**src/rtl/rr_grant_arbiter.sv**
```systemverilog
// Round-robin arbiter for 8 requesters driving a one-hot grant into an 8-to-3 encoder.
// Optional hold timeout enabled by defining ARB_HOLD_TIMEOUT_EN.
module rr_grant_arbiter #(
  parameter int N        = 8,
  parameter int HOLD_MAX = 16
) (
  input  logic         clk,
  input  logic         reset_n,
  input  logic         enable,
  input  logic [N-1:0] req,
  output logic [N-1:0] grant,
  output logic         grant_valid,
  output logic         timeout
);

  typedef enum logic {
    IDLE  = 1'b0,
    GRANT = 1'b1
  } state_t;

  if (N != 8 || HOLD_MAX < 2 || HOLD_MAX > 255) begin : g_param_check
    $error("rr_grant_arbiter: N must be 8 and HOLD_MAX must be 2..255");
  end

  state_t         state_q;
  logic [2:0]     ptr_q;
  logic [2:0]     owner_q;
  logic [N-1:0]   grant_q;
  logic           grant_valid_q;
  logic           timeout_q;

  logic [2:0]     selPtr;
  logic [2:0]     selIdx;
  logic           anyReq;
  logic           ownerHolds;
  logic           forcedRelease;
  logic           releaseNow;

  // First set request bit searched ascending from p, wrapping 7 -> 0.
  function automatic logic [2:0] pickFrom(input logic [7:0] r, input logic [2:0] p);
    logic [2:0] idx;
    pickFrom = p;
    for (int k = 7; k >= 0; k--) begin
      idx = p + 3'(k);
      if (r[idx]) pickFrom = idx;
    end
  endfunction

`ifdef ARB_HOLD_TIMEOUT_EN
  logic [7:0] holdCnt_q;
  assign forcedRelease = ownerHolds && (holdCnt_q == 8'(HOLD_MAX - 1));
`else
  assign forcedRelease = 1'b0;
`endif

  // On a release the handover search starts just past the outgoing owner.
  always_comb begin
    selPtr     = (state_q == GRANT) ? (owner_q + 3'd1) : ptr_q;
    selIdx     = pickFrom(req, selPtr);
    anyReq     = |req;
    ownerHolds = enable && req[owner_q];
    releaseNow = !ownerHolds || forcedRelease;
  end

  always_ff @(posedge clk) begin
    if (!reset_n) begin
      state_q       <= IDLE;
      ptr_q         <= 3'd0;
      owner_q       <= 3'd0;
      grant_q       <= '0;
      grant_valid_q <= 1'b0;
      timeout_q     <= 1'b0;
`ifdef ARB_HOLD_TIMEOUT_EN
      holdCnt_q     <= 8'd0;
`endif
    end else begin
      timeout_q <= 1'b0;
      case (state_q)
        IDLE: begin
          if (enable && anyReq) begin
            owner_q       <= selIdx;
            grant_q       <= N'(1) << selIdx;
            grant_valid_q <= 1'b1;
            state_q       <= GRANT;
`ifdef ARB_HOLD_TIMEOUT_EN
            holdCnt_q     <= 8'd0;
`endif
          end else begin
            grant_q       <= '0;
            grant_valid_q <= 1'b0;
          end
        end
        GRANT: begin
          if (releaseNow) begin
            ptr_q     <= owner_q + 3'd1;
            timeout_q <= forcedRelease;
            if (enable && anyReq) begin
              owner_q       <= selIdx;
              grant_q       <= N'(1) << selIdx;
              grant_valid_q <= 1'b1;
`ifdef ARB_HOLD_TIMEOUT_EN
              holdCnt_q     <= 8'd0;
`endif
            end else begin
              grant_q       <= '0;
              grant_valid_q <= 1'b0;
              state_q       <= IDLE;
            end
          end else begin
`ifdef ARB_HOLD_TIMEOUT_EN
            holdCnt_q <= holdCnt_q + 8'd1;
`endif
          end
        end
        default: begin
          state_q       <= IDLE;
          grant_q       <= '0;
          grant_valid_q <= 1'b0;
        end
      endcase
    end
  end

  assign grant       = grant_q;
  assign grant_valid = grant_valid_q;
`ifdef ARB_HOLD_TIMEOUT_EN
  assign timeout     = timeout_q;
`else
  assign timeout     = 1'b0;
`endif

endmodule

```
**config.mk**
```make
export PLATFORM = sky130hd
export DESIGN_NAME = rr_grant_arbiter
export DESIGN_NICKNAME = d
export VERILOG_FILES = /design/src/rtl/rr_grant_arbiter.sv
export SDC_FILE = /design/constraint.sdc
export NUM_CORES = 1
export LEC_CHECK = 0
export ABC_CLOCK_PERIOD_IN_PS = 5050
export BUFFER_PORTS_ARGS = -buffer_cell sky130_fd_sc_hd__buf_4
export CAP_MARGIN = 20
export CORE_MARGIN = 5
export CORE_UTILIZATION = 50
export CTS_BUF_LIST = sky130_fd_sc_hd__clkbuf_4 sky130_fd_sc_hd__clkbuf_8
export DETAILED_ROUTE_END_ITERATION = 8
export PLACE_DENSITY_LB_ADDON = 0.2
export SYNTH_ARGS = -nofsm -noshare
export SYNTH_HDL_FRONTEND = slang
export SYNTH_SLANG_ARGS = --single-unit
```
**constraint.sdc**
```tcl
create_clock -name clk -period 5.05 [get_ports clk]
set_clock_uncertainty 0.15 [all_clocks]
set_input_delay 1.2625 -clock clk [delete_from_list [all_inputs] [get_ports clk]]
set_output_delay 1.2625 -clock clk [all_outputs]
set_load 0.05 [all_outputs]
```
### After elaboration in Yosys (flattened, before gate mapping)

Cells that the tools add are included.

| operators by class | value |
|---|---|
| add/subtract/negate cells | 8 |
| $mul | 0 |
| divide/modulo/power cells | 0 |
| magnitude comparators | 9 |
| equal/unequal tests | 1 |
| shift-type cells | 1 |
| mux-type cells | 38 |
| bitwise logic cells | 2 |
| reduce and logical (&&, ||, !) cells | 4 |

Operators by type and width:

| operator | number |
|---|---|
| < comparator 3 x 4 -> 1 bit, second input constant | 9 |
| two-way mux 3 bit | 11 |
| binary-select mux 1 bit (select 3 bit) | 9 |
| two-way mux 8 bit | 2 |
| one-hot mux 8 bit (2 select lines) | 1 |
| adder 3 bit, second input constant | 4 |
| two-way mux 1 bit | 12 |
| OR reduction 8 bit | 1 |
| left shift 1 x 3 -> 8 bit, first input constant | 1 |
| adder 3 x 1 -> 3 bit, second input constant | 2 |
| adder 3 x 2 -> 3 bit, second input constant | 2 |
| one-hot mux 3 bit (2 select lines) | 1 |
| one-hot mux 1 bit (2 select lines) | 2 |
| logical AND 1 bit | 2 |
| != test 2 bit, second input constant | 1 |
| NOT 1 bit | 2 |
| AND reduction 2 bit | 1 |

| word-level totals | value |
|---|---|
| flip-flop bits (word level) | 16 |
| latch bits | 0 |
| bits in writable memories | 0 |
| ROM bits | 0 |
| bits of input ports | 11 |
| output and inout bits | 10 |
| logic and storage cells | 68 |
| memories kept | 0 |

### Depth between registers and ports, before layout

Gate-level depths: netlist of the first run.

| logic depth | value |
|---|---|
| depth in word-level cells | 17 |
| mapped depth | 16 |
| mapped depth without buffers | 13 |

### Worst setup path before layout of the first run

Ideal clock, no wire load.

| path | value |
|---|---|
| path type | reg-to-reg |
| start | reg owner_q[1] |
| end | reg grant_q[0] (netlist: grant[0]) |
| library setup time | 117 ps |
| arrival | 3448 ps |
| data required time | 4783 ps |
| path slack | 1334 ps |
| stages on the path, launching flop included | 16 |
| buffers on the path | 2 |
| period minus slack after synthesis | 3716 ps |
| cells stage by stage | dfxtp_1 > ha_1 > mux2i_4 > inv_2 > clkbuf_1 > ha_1 > clkbuf_1 > mux2i_1 > o21ai_0 > nand2_1 > nand2_1 > o31ai_1 > o311ai_0 > a22oi_1 > inv_1 > a32o_1 |

| between the ends | value |
|---|---|
| cells in the longest elaborated chain, start to end | 17 |
| elaborated cells between the ends (all ways) | 41 |
| those cells by class | add/sub: 8; eq/ne: 1; shift: 1; mux: 30; reduce/logical: 1 |

Ends and longest elaborated chain:

| what | RTL line | source |
|---|---|---|
| start, declared | 27 | `logic [2:0] owner_q;` |
| start signal, assigned | 81 | `owner_q <= selIdx;` |
| start signal, assigned | 98 | `owner_q <= selIdx;` |
| adder 3 x 1 -> 3 bit | 58 | `selPtr = (state_q == GRANT) ? (owner_q + 3'd1) : ptr_q;` |
| two-way mux 3 bit | 58 |  |
| adder 3 bit | 44 | `idx = p + 3'(k);` |
| binary-select mux 1 bit (select 3 bit) | 45 | `if (r[idx]) pickFrom = idx;` |
| two-way mux 1 bit (implied by the code) | 45 |  |
| two-way mux 3 bit (8 in series) | 45 |  |
| left shift 1 x 3 -> 8 bit | 82, 99 |  |
| two-way mux 8 bit | 80, 97 |  |
| two-way mux 8 bit | 94 | `if (releaseNow) begin` |
| one-hot mux 8 bit (2 select lines) | 78 | `case (state_q)` |
| end signal, assigned | 82 | `grant_q <= N'(1) << selIdx;` |
| end signal, assigned | 99 | `grant_q <= N'(1) << selIdx;` |
| end, declared | 28 | `logic [N-1:0] grant_q;` |

Parallel ways exist; a longest one is shown, timed or not. The select of a mux whose other input is x is not followed.
A chain may end at the register's enable or synchronous reset.

### Worst setup path after layout of the first run

| path | value |
|---|---|
| start | reg state_q |
| end | reg grant_q[0] (netlist: grant[0]) |

| between the ends | value |
|---|---|
| cells in the longest elaborated chain, start to end | 16 |
| elaborated cells between the ends (all ways) | 38 |
| those cells by class | add/sub: 7; eq/ne: 1; shift: 1; mux: 28; bitwise: 1 |

Ends and longest elaborated chain:

| what | RTL line | source |
|---|---|---|
| start, declared | 25 | `state_t state_q;` |
| start signal, assigned | 67 | `state_q <= IDLE;` |
| start signal, assigned | 84 | `state_q <= GRANT;` |
| start signal, assigned | 107 | `state_q <= IDLE;` |
| two-way mux 3 bit | 58 |  |
| adder 3 bit | 44 |  |
| binary-select mux 1 bit (select 3 bit) | 45 |  |
| two-way mux 1 bit (implied by the code) | 45 |  |
| two-way mux 3 bit (8 in series) | 45 |  |
| left shift 1 x 3 -> 8 bit | 82, 99 |  |
| two-way mux 8 bit | 80, 97 |  |
| two-way mux 8 bit | 94 |  |
| one-hot mux 8 bit (2 select lines) | 78 |  |

Parallel ways exist; a longest one is shown, timed or not. The select of a mux whose other input is x is not followed.

==> results.sh, run 1 <==
export IMPL_path_cells="nand2_2 -> nand2_8 -> inv_2 -> ha_1 -> nand2b_1 -> a211oi_1 -> nor2_1 -> o21ai_0 -> o21a_2 -> o31ai_2 -> a311oi_4 -> a32o_1"
export IMPL_dieArea_um2=4980
export IMPL_ys_types=66
export IMPL_antenna_diode_count=0
export IMPL_place_congestion=0.996
export IMPL_worst_setup_path_start_kind="register"
export IMPL_synth_top_area_share=0.175
export IMPL_grt_setup_unrepaired="false"
export IMPL_wirelength_um=4920
export IMPL_worst_slew_pin_slew_ns=0.699
export IMPL_yosys_top_cells_count="nor2_1, dfxtp_1, nand2_1"
export IMPL_hp_class="reg2reg"
export IMPL_area_growth_synth_to_final_pct=10.4
export IMPL_status="finished, final reports clean"
export IMPL_slew_headroom=0.534
export IMPL_cap_violations=0
export IMPL_htreeDepth=1
export IMPL_drc=0
export IMPL_period_share=0.817
export IMPL_clock_sinks=16
export IMPL_synth_area_leaders="dfxtp_1, mux4_2, mux2i_1"
export IMPL_cts_root_buffer="clkbuf_8"
export IMPL_drive_above_1_share=0.262
export IMPL_yosys_area_top_type="dfxtp_1"
export IMPL_num_vias=1773
export IMPL_grt_pass1_wl_um=8200
export IMPL_cts_tree="built"
export IMPL_antenna_found_initial=0
export IMPL_fin_nets=239
export IMPL_critPathSlowestCell="dfxtp_1"
export IMPL_power_density_nw_per_um2=334
export IMPL_irDropWorstVdd_mv=0.228
export IMPL_slew_violations=0
export IMPL_critPathRequiredTime_ns=5.09
export IMPL_grt_use_total=0.202
export IMPL_crit_type="reg2reg"
export IMPL_path_clk_slew_ns=0.06
export IMPL_drt_iter0_drc=170
export IMPL_wire_per_inst_um=18.0
export IMPL_dp_hpwl_um=3800
export IMPL_synth_ff_type="dfxtp_1"
export IMPL_fmax_mhz=242
export IMPL_path_max_fanout=17
export IMPL_clock_latency_ns=0.25
export IMPL_first_pass_iters=4
export IMPL_syn_area_um2=1830
export IMPL_synth_most_common_cell="nor2_1"
export IMPL_fill_cells=319
export IMPL_fin_util=0.561
export IMPL_synthesis_instances=215
export IMPL_power_total_uw=677
export IMPL_via_per_inst=6.49
export IMPL_crit_buf_inv=1
export IMPL_synth_edf_count=0
export IMPL_io_pins=21
export IMPL_cp_arrival_ns=4.17
export IMPL_tns_ns=0
export IMPL_start_util=0.509
export IMPL_ctsResizeCount=0
export IMPL_syn_avg_cell_area_um2=8.53
export IMPL_synth_seq_cells=16
export IMPL_die_x_um=70.6
export IMPL_numCtsBuffers=3
export IMPL_die_height_um=70.6
export IMPL_ys_seq_area_frac=0.175
export IMPL_grt_max_degree=18
export IMPL_grt_overflow=0
export IMPL_core_um2=3610
export IMPL_max_stage_delay_ns=0.71
export IMPL_rows=22
export IMPL_final_hold_viol_count=0
export IMPL_port_buffers=19
export IMPL_ant_nets=0
export IMPL_syn_nets=228
export IMPL_power_leakage_nw=0.751
export IMPL_critPathTopFamily="compound AO/OA/AOI/OAI gates"
export IMPL_min_period_ns=4.13
export IMPL_hold_buffers=0
export IMPL_critPathCaptureType="register"
export IMPL_yosysWarnings=0
export IMPL_grt_pass1_vias=1647
export IMPL_synthArstFlopShare=0
export IMPL_setup_violations=0
export IMPL_clock_path_buffers=2
export IMPL_cts_setup_buffers=0
## final timing paths
check	startpoint	to	slack, ns	depth (start not counted)
max	state_q	grant[0]	0.92	12
min	grant[7]	grant[7]	0.30	2
max reg2reg	state_q	grant[0]	0.92	12
min reg2reg	grant[7]	grant[7]	0.30	2
## power breakdown
| part | total (mW) | internal (mW) | switching, mW | leakage [nW] |
|---|---|---|---|---|
| logic | 0.408 | 0.167 | 0.241 | 0.592 |
| clock network | 0.113 | 0.0692 | 0.0434 | 0.0288 |
| registers | 0.156 | 0.140 | 0.0163 | 0.131 |
| total | 0.677 | 0.376 | 0.300 | 0.751 |
## sequential cells by signal (all words and copies together) (netlist names)
signal / count
owner_q: 3
ptr_q: 3
state_q: 1
grant_valid: 1
grant: 8
## tightest hold or removal path: cells and delay by family (launching register included)
kind | cells | cell delay, ns
compound gates | 1 | 0.05
flops | 1 | 0.31
simple gates | 1 | 0.05
## per-layer routing
layer | global-route usage | routed length [µm] | vias to the layer above
met5 | 0 | 0 | -
met1 | 0.285 | 2090 | 802
met4 | 0.0668 | 121 | 0
li1 | - | - | 852
met3 | 0.0256 | 415 | 17
met2 | 0.320 | 2300 | 102
## cells in the final DEF, fill, tap and decap left out, drive strengths merged, types with 4 or more instances in the layout
| master | n |
|---|---|
| a211oi | 9 |
| buf | 21 |
| dfxtp | 16 |
| a32o | 4 |
| nor4 | 4 |
| and2 | 7 |
| nor2 | 17 |
| nand2 | 15 |
| mux2 | 8 |
| a21oi | 11 |
| o31ai | 5 |
| mux4 | 7 |
| nor3 | 6 |
| clkbuf | 4 |
| o21ai | 14 |
| and3 | 6 |
| mux2i | 12 |
| nand3 | 8 |
| inv | 7 |
## cell type report
cell class / count / area, µm² / area share
inverter: 7 / 26.3 / 0.0130
sequential: 16 / 320 / 0.158
clock buffer: 4 / 55.1 / 0.0272
timing repair buffer: 21 / 158 / 0.0779
tap: 48 / 60.1 / 0.0297
multi-input combinational: 177 / 1410 / 0.694
## stage by stage
stage / hold WS, ns / std cells / instance area, µm² / worst slack [ns]
after global routing: 0.321 / 273 / 2020 / 0.504
after detailed placement: 0.293 / 269 / 1970 / 0.909
after floorplan: 0.355 / 215 / 1830 / 1.33
final: 0.300 / 273 / 2020 / 0.922
after global placement: 0.287 / 269 / 1970 / 1.08
after CTS: 0.302 / 273 / 2020 / 0.905
## kinds of logic (layout without fill, tap and decap cells)
logic type,after synthesis,after routing,synth area share
simple gates,76,76,0.232
compound gates,67,67,0.280
mux,27,27,0.211
buf+inv,22,32,0.0593
flops,16,16,0.175
xor+xnor,4,4,0.0266
fa+ha+maj,2,2,0.0136
other cells,1,1,0.00204
No activity file was read; power rests on OpenSTA's default activity.
==> run 2: changes to the inputs <==
--- a/config.mk
+++ b/config.mk
@@ -5,7 +5,7 @@
 export SDC_FILE = /design/constraint.sdc
 export NUM_CORES = 1
 export LEC_CHECK = 0
-export ABC_CLOCK_PERIOD_IN_PS = 5050
+export ABC_CLOCK_PERIOD_IN_PS = 4300
 export BUFFER_PORTS_ARGS = -buffer_cell sky130_fd_sc_hd__buf_4
 export CAP_MARGIN = 20
 export CORE_MARGIN = 5
==> constraint.sdc (replaced) <==
create_clock -name clk -period 4.3 [get_ports clk]
set_clock_uncertainty 0.15 [all_clocks]
set_input_delay 1.075 -clock clk [delete_from_list [all_inputs] [get_ports clk]]
set_output_delay 1.075 -clock clk [all_outputs]
set_load 0.05 [all_outputs]
==> results.sh, run 2 (synthesis results as in run 1) <==
export IMPL_antenna_diode_count=0
export IMPL_fin_cells=276
export IMPL_min_period_ns=3.71
export IMPL_hold_buffers=0
export IMPL_power_leakage_nw=0.767
export IMPL_final_hold_viol_count=0
export IMPL_grt_overflow=0
export IMPL_crit_type="reg2reg"
export IMPL_path_clk_slew_ns=0.06
export IMPL_seq_area_um2=320
export IMPL_grt_pass1_vias=1713
export IMPL_worstRegToRegCells=13
export IMPL_cts_setup_buffers=0
export IMPL_period_share=0.863
export IMPL_htreeDepth=1
export IMPL_min_from="grant[7]"
export IMPL_fin_ws_ns=0.590
export IMPL_irDropWorstVdd_mv=0.267
export IMPL_drive_above_1_share=0.272
export IMPL_worst_slew_pin_slew_ns=0.594
export IMPL_most_common_layout_cells="buf_4, nor2_1, dfxtp_1"
export IMPL_min_to="grant[7]"
export IMPL_critPathCaptureType="register"
export IMPL_critPathRequiredTime_ns=4.29
export IMPL_cp_arrival_ns=3.70
export IMPL_cts_root_buffer="clkbuf_8"
export IMPL_hold_path_depth=2
export IMPL_drt_iter0_drc=189
export IMPL_drc=0
export IMPL_port_buffers=19
export IMPL_clock_latency_ns=0.24
export IMPL_worst_setup_path_start_kind="register"
export IMPL_grt_use_total=0.201
export IMPL_largest_reg_flops=8
export IMPL_grt_pass1_wl_um=8220
export IMPL_reg2reg_from="owner_q[0]"
export IMPL_clock_path_buffers=2
export IMPL_dieArea_um2=4980
export IMPL_hp_class="reg2reg"
export IMPL_fmax_mhz=270
export IMPL_fill_cells=331
export IMPL_cts_tree="built"
export IMPL_wirelength_um=4980
export IMPL_power_total_uw=798
export IMPL_place_area_um2=1990
export IMPL_pre_cts_slack_ns=0.616
export IMPL_numCtsBuffers=3
export IMPL_grt_max_degree=18
export IMPL_slew_violations=0
export IMPL_whs_ns=0.295
export IMPL_wire_per_inst_um=18.0
export IMPL_power_density_nw_per_um2=390
export IMPL_io_pins=21
export IMPL_slew_headroom=0.601
export IMPL_place_congestion=0.949
export IMPL_via_per_inst=6.41
export IMPL_clock_sinks=16
export IMPL_fin_nets=242
export IMPL_status="finished, final reports clean"
export IMPL_fin_util=0.568
export IMPL_grt_setup_unrepaired="false"
export IMPL_path_max_fanout=17
export IMPL_r2r_setup_slack_ns=0.59
export IMPL_ant_nets=0
export IMPL_first_pass_iters=4
export IMPL_final_cell_area_um2=2050
export IMPL_cap_violations=0
export IMPL_die_height_um=70.6
export IMPL_core_um2=3610
export IMPL_die_x_um=70.6
export IMPL_multiInputGateArea_um2=1410
export IMPL_area_growth_synth_to_final_pct=11.6
export IMPL_tns_ns=0
export IMPL_rows=22
export IMPL_start_util=0.509
export IMPL_antenna_found_initial=0
export IMPL_ctsResizeCount=0
export IMPL_place_inst=272
export IMPL_dp_hpwl_um=3830
export IMPL_layout_commonest_cell="buf_4"
export IMPL_setup_violations=0
export IMPL_worstReg2RegEnd="grant[0]"
export IMPL_num_vias=1769
## run 2: changes by cell type in the layout (fill, tap and decap cells not counted), sizes merged
cell,change
buf,+3
## run 2: final cells by class
cell class	count	share of cell area
multi-input cells	177	0.686
inverters	7	0.0128
well taps	48	0.0293
repair buffers	24	0.0880
flip-flops and latches	16	0.156
clock buffers	4	0.0269
## run 2: report_power, final
group,total [mW],internal [mW],leakage (nW),switching [mW]
clock network,0.129,0.0811,0.0288,0.0480
registers,0.181,0.164,0.131,0.0164
logic,0.488,0.201,0.608,0.287
total,0.798,0.446,0.767,0.351
## run 2: critical path: stages, from the launching register on
cell and delay [ns]:
dfxtp_1 0.43, nand2_2 0.22, nand2_8 0.21, inv_2 0.12, ha_1 0.42, nand2b_1 0.18
a211oi_1 0.26, nor2_1 0.16, o2111a_1 0.26, o221ai_1 0.18, a211oi_1 0.11, a22oi_1 0.46
inv_1 0.15, a32o_1 0.28
## run 2: how the worst max path moves through the flow
stage	start	slack, ns	end	cells past startpoint
6_report	owner_q[0]	0.59	grant[0]	13
5_1_grt	owner_q[0]	0.16	grant[0]	13
4_1_cts	owner_q[0]	0.61	grant[0]	13
3_5_place_dp	owner_q[0]	0.62	grant[0]	13
3_3_place_gp	owner_q[0]	0.67	grant[0]	13
2_1_floorplan	owner_q[1]	0.58	grant[0]	15
## run 2: per-layer routing
layer  track usage  vias to the layer above  part of all wire
li1              -                      857                 -
met1         0.271                      822              0.43
met2         0.321                       82              0.47
met3        0.0426                        8             0.082
met4        0.0647                        0             0.016
met5             0                        -                 0
==> run 3: changes to the inputs <==
--- a/config.mk
+++ b/config.mk
@@ -8,11 +8,11 @@
 export ABC_CLOCK_PERIOD_IN_PS = 4300
 export BUFFER_PORTS_ARGS = -buffer_cell sky130_fd_sc_hd__buf_4
 export CAP_MARGIN = 20
-export CORE_MARGIN = 5
 export CORE_UTILIZATION = 50
 export CTS_BUF_LIST = sky130_fd_sc_hd__clkbuf_4 sky130_fd_sc_hd__clkbuf_8
 export DETAILED_ROUTE_END_ITERATION = 8
 export PLACE_DENSITY_LB_ADDON = 0.2
+export RECOVER_POWER = 100
 export SYNTH_ARGS = -nofsm -noshare
 export SYNTH_HDL_FRONTEND = slang
 export SYNTH_SLANG_ARGS = --single-unit
==> results.sh, run 3 (synthesis results as in run 1) <==
export IMPL_status="finished, final reports clean"
export IMPL_most_common_layout_cells="nor2_1, dfxtp_1, buf_4"
export IMPL_critPathRequiredTime_ns=4.33
export IMPL_drt_iter0_drc=191
export IMPL_die_height_um=62.6
export IMPL_irDropWorstVdd_mv=0.271
export IMPL_power_density_nw_per_um2=381
export IMPL_clock_latency_ns=0.28
export IMPL_grt_pass1_wl_um=8150
export IMPL_path_cells="buf_4 -> nand2_2 -> nand2_8 -> inv_2 -> ha_1 -> mux2i_1 -> o21ai_0 -> nand2_1 -> nand2_1 -> o31ai_1 -> o311ai_0 -> a22oi_1 -> inv_1 -> a32o_1"
export IMPL_grt_overflow=0
export IMPL_path_clk_slew_ns=0.09
export IMPL_pwr_share_seq=0.239
export IMPL_cts_root_buffer="clkbuf_4"
export IMPL_max_stage_delay_ns=0.46
export IMPL_slew_headroom=0.568
export IMPL_tns_ns=0
export IMPL_critPathTopFamily="compound AO/OA/AOI/OAI gates"
export IMPL_setup_violations=0
export IMPL_largest_reg_flops=8
export IMPL_path_max_fanout=17
export IMPL_hp_class="reg2reg"
export IMPL_area_growth_synth_to_final_pct=7.50
export IMPL_grt_pass1_vias=1778
export IMPL_critPathSlowestCell="ha_1"
export IMPL_drive_above_1_share=0.224
export IMPL_wirelength_um=5050
export IMPL_grt_setup_unrepaired="false"
export IMPL_core_um2=3420
export IMPL_cts_setup_buffers=0
export IMPL_slew_violations=0
export IMPL_start_util=0.537
export IMPL_cts_tree="built"
export IMPL_drc=0
export IMPL_num_vias=1818
export IMPL_antenna_found_initial=0
export IMPL_antenna_diode_count=0
export IMPL_period_share=0.900
export IMPL_critPathCaptureType="register"
export IMPL_htreeDepth=1
export IMPL_worst_setup_path_start_kind="register"
export IMPL_crit_buf_inv=3
export IMPL_ant_nets=0
export IMPL_io_pins=21
export IMPL_grt_use_total=0.258
export IMPL_pwr_share_clk=0.130
export IMPL_power_leakage_nw=0.713
export IMPL_crit_top_cell="nand2_1"
export IMPL_numCtsBuffers=3
export IMPL_die_x_um=62.6
export IMPL_cp_arrival_ns=3.90
export IMPL_whs_ns=0.298
export IMPL_fin_nets=242
export IMPL_sw_frac_of_total=0.462
export IMPL_final_hold_viol_count=0
export IMPL_ctsResizeCount=0
export IMPL_clock_sinks=16
export IMPL_rows=21
export IMPL_comb_power_share=0.631
export IMPL_dieArea_um2=3920
export IMPL_place_congestion=1.00
export IMPL_p_int_uw=404
export IMPL_fmax_mhz=258
export IMPL_crit_type="reg2reg"
export IMPL_worst_slew_pin_slew_ns=0.648
export IMPL_p_switching_uw=347
export IMPL_min_period_ns=3.87
export IMPL_layout_commonest_cell="nor2_1"
export IMPL_grt_max_degree=18
export IMPL_port_buffers=19
export IMPL_hold_buffers=0
export IMPL_via_per_inst=6.64
export IMPL_cap_violations=0
export IMPL_wire_per_inst_um=18.4
export IMPL_first_pass_iters=4
export IMPL_clock_path_buffers=2
export IMPL_dp_hpwl_um=3890
## run 3: path summary, 6_finish.rpt
path / from / to / slack, ns / depth (start not counted)
max reg2reg: owner_q[0] / grant[0] / 0.43 / 14
min reg2reg: grant[7] / grant[7] / 0.30 / 2
max: owner_q[0] / grant[0] / 0.43 / 14
min: grant[7] / grant[7] / 0.30 / 2
## run 3: power groups by stage
stage	Sequential [mW]	Combinational (mW)	Clock, mW
detailed placement	0.183	0.481	0
global placement	0.182	0.474	0
CTS	0.180	0.482	0.102
finish	0.180	0.474	0.0976
floorplan	0.205	0.355	0
global route	0.181	0.505	0.107
## run 3: stage by stage
step / total power [mW] / cell area [µm²] / util / setup WS (ns) / instances
after global placement: 0.656 / 1990 / 0.582 / 0.669 / 270
after global routing: 0.793 / 1970 / 0.577 / 0.155 / 274
after floorplan: 0.559 / 1830 / - / 0.584 / 215
after CTS: 0.763 / 2030 / 0.593 / 0.502 / 274
final: 0.751 / 1970 / 0.577 / 0.430 / 274
after detailed placement: 0.664 / 1990 / 0.582 / 0.509 / 270
## run 3: final cells by class
type                    count  area [µm²]
inverters                   7        26.3
multi-input cells         177        1390
clock buffers               4        36.3
flip-flops and latches     16         320
repair buffers             24         143
fillers                   328        1440
well taps                  46        57.6
## run 3: per-layer routing
metal  track usage  routed length [µm]  share of wire
met1         0.325                2160           0.43
met2         0.423                2320           0.46
met3        0.0383                 386          0.076
met4         0.142                 187          0.037
met5             0                   0              0
## run 3: worst min-delay path, stage by stage, from the launching register on
cell     delay, ns
dfxtp_1       0.32
nand2_1       0.05
o21ai_1       0.05
